## src/rtl/accumulation_controller.sv

```systemverilog
// -----------------------------------------------------------------------------
// accumulation_controller
//   Sequential stage after the combinational triplet adder. Owns the running
//   sum for one image: accepts NUM_TRIPLETS signed product triplets, adds the
//   bias, compares the result against a threshold and reports the cat/no-cat
//   decision with a one-cycle done pulse.
//
// Ports
//   clk        in   rising-edge clock
//   resetN     in   asynchronous active-low reset
//   start      in   1-cycle pulse, begins a new image (honoured only in IDLE)
//   valid_in   in   Result1..3 valid this cycle
//   in_ready   out  a triplet is accepted this cycle when valid_in is high
//   Result1..3 in   signed products (PW bits), channels R/G/B
//   bias       in   signed bias, sampled in BIAS
//   threshold  in   signed threshold, sampled in DECIDE
//   busy       out  high in ACCUM/BIAS/DECIDE
//   done       out  1-cycle pulse, decision valid
//   cat        out  1 = total > threshold (signed), held until next decision
//   total      out  final signed sum, held until next decision
//   overflow   out  sticky flag, some add in this image left RESULT_WIDTH range
// -----------------------------------------------------------------------------
module accumulation_controller #(
  parameter int PIXEL_WIDTH      = 8,
  parameter int WEIGHT_PRECISION = 5,
  parameter int RESULT_WIDTH     = 32,
  parameter int NUM_TRIPLETS     = 1024,
  localparam int PW = 2*(WEIGHT_PRECISION+PIXEL_WIDTH)+1,
  localparam int CW = $clog2(NUM_TRIPLETS+1)
) (
  input  logic                           clk,
  input  logic                           resetN,
  input  logic                           start,
  input  logic                           valid_in,
  output logic                           in_ready,
  input  logic signed [PW-1:0]           Result1,
  input  logic signed [PW-1:0]           Result2,
  input  logic signed [PW-1:0]           Result3,
  input  logic signed [RESULT_WIDTH-1:0] bias,
  input  logic signed [RESULT_WIDTH-1:0] threshold,
  output logic                           busy,
  output logic                           done,
  output logic                           cat,
  output logic signed [RESULT_WIDTH-1:0] total,
  output logic                           overflow
);

  // Extended width used to detect that an add left the RESULT_WIDTH range.
  localparam int SW = RESULT_WIDTH + 2;

  localparam logic [1:0] IDLE   = 2'd0;
  localparam logic [1:0] ACCUM  = 2'd1;
  localparam logic [1:0] BIAS   = 2'd2;
  localparam logic [1:0] DECIDE = 2'd3;

  localparam logic [CW-1:0] LAST_IDX = CW'(NUM_TRIPLETS - 1);

  logic [1:0]                    state;
  logic signed [RESULT_WIDTH-1:0] acc;
  logic [CW-1:0]                 count;
  logic signed [SW-1:0]          triplet_sum;
  logic signed [SW-1:0]          bias_sum;

  // Sign-extend a product to the extended sum width.
  function automatic logic signed [SW-1:0] sext_prod(input logic signed [PW-1:0] v);
    return SW'(v);
  endfunction

  // Sign-extend a RESULT_WIDTH value to the extended sum width.
  function automatic logic signed [SW-1:0] sext_res(input logic signed [RESULT_WIDTH-1:0] v);
    return SW'(v);
  endfunction

  // The result fits RESULT_WIDTH only when the top three bits agree.
  function automatic logic out_of_range(input logic [SW-1:0] s);
    return !((s[SW-1:SW-3] == 3'b000) || (s[SW-1:SW-3] == 3'b111));
  endfunction

  assign triplet_sum = sext_res(acc) + sext_prod(Result1) + sext_prod(Result2)
                     + sext_prod(Result3);
  assign bias_sum    = sext_res(acc) + sext_res(bias);

  assign in_ready = (state == ACCUM);
  assign busy     = (state != IDLE);

  always_ff @(posedge clk or negedge resetN) begin
    if (!resetN) begin
      state    <= IDLE;
      acc      <= '0;
      count    <= '0;
      total    <= '0;
      cat      <= 1'b0;
      done     <= 1'b0;
      overflow <= 1'b0;
    end else begin
      done <= 1'b0;
      case (state)
        IDLE: begin
          if (start) begin
            state    <= ACCUM;
            acc      <= '0;
            count    <= '0;
            overflow <= 1'b0;
          end
        end
        ACCUM: begin
          if (valid_in) begin
            acc   <= triplet_sum[RESULT_WIDTH-1:0];
            count <= count + CW'(1);
            if (out_of_range(triplet_sum)) overflow <= 1'b1;
            if (count == LAST_IDX) state <= BIAS;
          end
        end
        BIAS: begin
          acc <= bias_sum[RESULT_WIDTH-1:0];
          if (out_of_range(bias_sum)) overflow <= 1'b1;
          state <= DECIDE;
        end
        DECIDE: begin
          total <= acc;
          cat   <= (acc > threshold);
          done  <= 1'b1;
          state <= IDLE;
        end
        default: state <= IDLE;
      endcase
    end
  end

endmodule

```

## config.mk

```make
export PLATFORM = sky130hd
export DESIGN_NAME = accumulation_controller
export DESIGN_NICKNAME = d
export VERILOG_FILES = /design/src/rtl/accumulation_controller.sv
export SDC_FILE = /design/constraint.sdc
export NUM_CORES = 1
export LEC_CHECK = 0
export BUFFER_PORTS_ARGS = -buffer_cell sky130_fd_sc_hd__buf_2
export CELL_PAD_IN_SITES_DETAIL_PLACEMENT = 0
export CELL_PAD_IN_SITES_GLOBAL_PLACEMENT = 1
export CORE_ASPECT_RATIO = 0.8
export CORE_MARGIN = 5
export CORE_UTILIZATION = 46
export DETAILED_ROUTE_END_ITERATION = 6
export GPL_TIMING_DRIVEN = 0
export MAX_ROUTING_LAYER = met4
export PLACE_DENSITY_LB_ADDON = 0.1
export SLEW_MARGIN = 10
export SYNTH_ARGS = -nofsm -noshare
export SYNTH_HDL_FRONTEND = slang
export SYNTH_SLANG_ARGS = --single-unit
```

## constraint.sdc

```tcl
create_clock -name clk -period 8.1 [get_ports clk]
set_clock_uncertainty 0.15 [all_clocks]
set_input_delay 0.81 -clock clk [delete_from_list [all_inputs] [get_ports clk]]
set_output_delay 0.81 -clock clk [all_outputs]
set_load 0.05 [all_outputs]
```

==> impl_metrics.toml <==
[timing]
finalHoldViolations = 0
worstMarginPinSlew_ps = 816
final_max_slew_viol_count = 0
period_minus_slack_ps = 5510
timing.hold.ws_ps = 250
fmax_mhz = 181
slew_headroom_pct = 45.6
fin_crit_sh_pct = 68.0
finalWorstSetupSlack_ps = 2590
rsz0062_at_grt = "no"
setup_viol = 0
finalSetupTns_ps = 0

[synthesis]
synth_edf_count = 0
syn-num-nets = 1370
synth_seq_cells = 80
avgSynthCellArea_um2 = 8.76
synth_area_um2 = 9270
synth_area_leaders = "dfrtp_1 (22%), ha_1 (14%), fa_1 (13%)"
yosysWarnings = 0
async_flop_share_pct = 100
yosys.area_share.simple_pct = 10.2
synthCells = 1058
ys_seq_area_share_pct = 21.6
synth_compound_area_share_pct = 21.4
ys_types = 64
synth-main-ff-cell = "dfrtp_1"
synthAdderAreaFrac_pct = 26.9
synthMuxAreaShare_pct = 4.68
synth_xor_area_share_pct = 5.86
synth_common_cells = "inv_1 (202), ha_1 (103), dfrtp_1 (80), a21oi_1 (64), fa_1 (60)"
yosysMostFrequentCell = "inv_1"
synth_top_cell_area_share_pct = 21.6
synth_top_family_by_area = "adder cells"
yosys.area.top_type = "dfrtp_1"

[clock_network]
post_cts_resized = 0
cts_num_sinks = 80
clock_path_buffers = 2
cts_tree = "done"
clk_pin_slew_ps = 70
post_cts.repair.setup_buffers = 0
cts_hold_buf = 0
root_buffer = "clkbuf_16"
h-tree-depth = 3
cts_buffers = 9
clk_latency_ps = 360

[drt]
firstDrtPassIters = 5
wl_um = 26200
drcViolationCount = 0
wl_per_cell_um = 17.2
ant_nets = 0
drtIter0Drc = 543
dr_total_vias = 8170
viasPerCell = 5.36

[global_routing]
grt_overflow = 0
grt_first_pass_wirelength_um = 42600
antenna_found_initial = 0
grt_max_degree = 52
grt_pass1_vias = 8051
grt_usage_pct = 23.9

[critical_path]
cp.required_ps = 8190
critPathLaunchType = "input port"
cp.arrival_ps = 5600
crit_type = "in -> reg"
worst-path-max-fanout = 3
endpoint_kind = "flip-flop"
reg2reg_depth = 15

[cells_and_area]
num_antenna_cells = 0
drive_gt1_share_pct = 19.7
fillers = 1927
area_growth_pct = 17.0
nNetsFinal = 1567

[floorplanning]
die_h_um = 137
num_io_pins = 186
die_w_um = 169
core_area_um2 = 19800
start_util_pct = 46.8
design.die.area_um2 = 23100
row_count = 46

[place]
finalWeightedCongestion = 0.928
io_buffers = 185
hpwlAfterDp_um = 21700
place_ws_ps = 2300

[power]
ir_drop_uv = 170
power.density_nw_per_um2 = 348
leakage_nw = 6.03

[outcome]
status = "complete, no violations"

[run]
cap_violations = 0

[min_path]
hold_path.class = "in -> async"
[routing by layer]
layer / vias up / routed length (um) / track usage, % / share of wire [%]
li1: 4036 / - / - / -
met1: 3863 / 13500 / 36.2 / 51
met2: 245 / 10800 / 34.1 / 41
met3: 26 / 1460 / 2.89 / 5.6
met4: 0 / 435 / 5.45 / 1.7
met5: - / 0 / - / 0
[flip-flops by register name, indices dropped and copies added (netlist names)]
name      count
acc          32
state         2
done          1
total        32
cat           1
count        11
overflow      1
[critical path, stage by stage]
cell and delay, ps:
buf_2 80, inv_1 50, fa_1 500, fa_1 530, inv_1 50, ha_1 230, fa_1 430, a211o_1 340
a211oi_2 430, and4bb_4 280, a2111oi_4 310, o41ai_1 150, a211oi_2 330, or2_1 150, mux2i_1 130, a2111oi_2 420
mux2_1 360
[report_power, final]
part | leakage (nW) | internal (W) | switching [W]
clock | 0.141 | 0.000221 | 0.000195
sequential | 1.07 | 0.000534 | 0.000120
combinational | 4.81 | 0.00100 | 0.00170
[cells in the final DEF, fill, tap and decap left out, types with 7 or more instances in the layout]
cell and instances:
a211oi_1 9, a21o_1 50, a21oi_1 64, a22oi_1 21, a31oi_1 11, and3_1 10, buf_2 184, clkbuf_1 25
clkbuf_16 9, dfrtp_1 80, fa_1 60, ha_1 103, inv_1 202, mux2_2 34, nand2_1 50, nand2b_1 7
nand3_1 14, nand4_1 21, nor2_1 51, nor2b_1 10, nor3_1 10, o21a_1 13, o21ai_0 39, o21bai_1 8
o22ai_1 18, xnor2_1 34, xor2_1 28
[stage by stage]
stage | total power (W) | std cells | cell area, um^2 | utilization, %
final | 0.00377 | 1524 | 10800 | 54.8
after global routing | 0.00409 | 1524 | 10800 | 54.8
after CTS | 0.00376 | 1524 | 10800 | 54.8
after detailed placement | 0.00334 | 1508 | 10600 | 53.3
after global placement | 0.00332 | 1507 | 10500 | 53.2
after floorplan | 0.00264 | 1058 | 9270 | -
[worst paths after layout]
path	startpoint	endpoint	slack [ps]
min reg2reg	total[8]$_DFFE_PN0P_	total[8]$_DFFE_PN0P_	350
max	Result1[1]	overflow$_DFFE_PN0P_	2590
min in group clk	total[8]$_DFFE_PN0P_	total[8]$_DFFE_PN0P_	350
min	resetN	total[15]$_DFFE_PN0P_	250
max in group asynchronous	resetN	acc[25]$_DFFE_PN0P_	6920
max reg2reg	acc[1]$_DFFE_PN0P_	overflow$_DFFE_PN0P_	3100
[layout make-up]
class | count | area [um^2] | area share, %
inverter | 202 | 758 | 6.99
buffer | 29 | 109 | 1.00
sequential | 80 | 2000 | 18.5
tap | 264 | 330 | 3.05
multi-input combinational | 747 | 6400 | 59.0
timing repair buffer | 186 | 956 | 8.81
clock buffer | 10 | 239 | 2.20
clock inverter | 6 | 50.0 | 0.461
[logic make-up (layout without fill, tap and decap cells)]
group / after synthesis / in the layout
simple gates: 194 / 194
xor+xnor: 62 / 62
flops: 80 / 80
mux: 39 / 39
compound gates: 289 / 289
buf+inv: 231 / 433
fa+ha+maj: 163 / 163
Note: power is estimated with default switching activity, not from simulation.
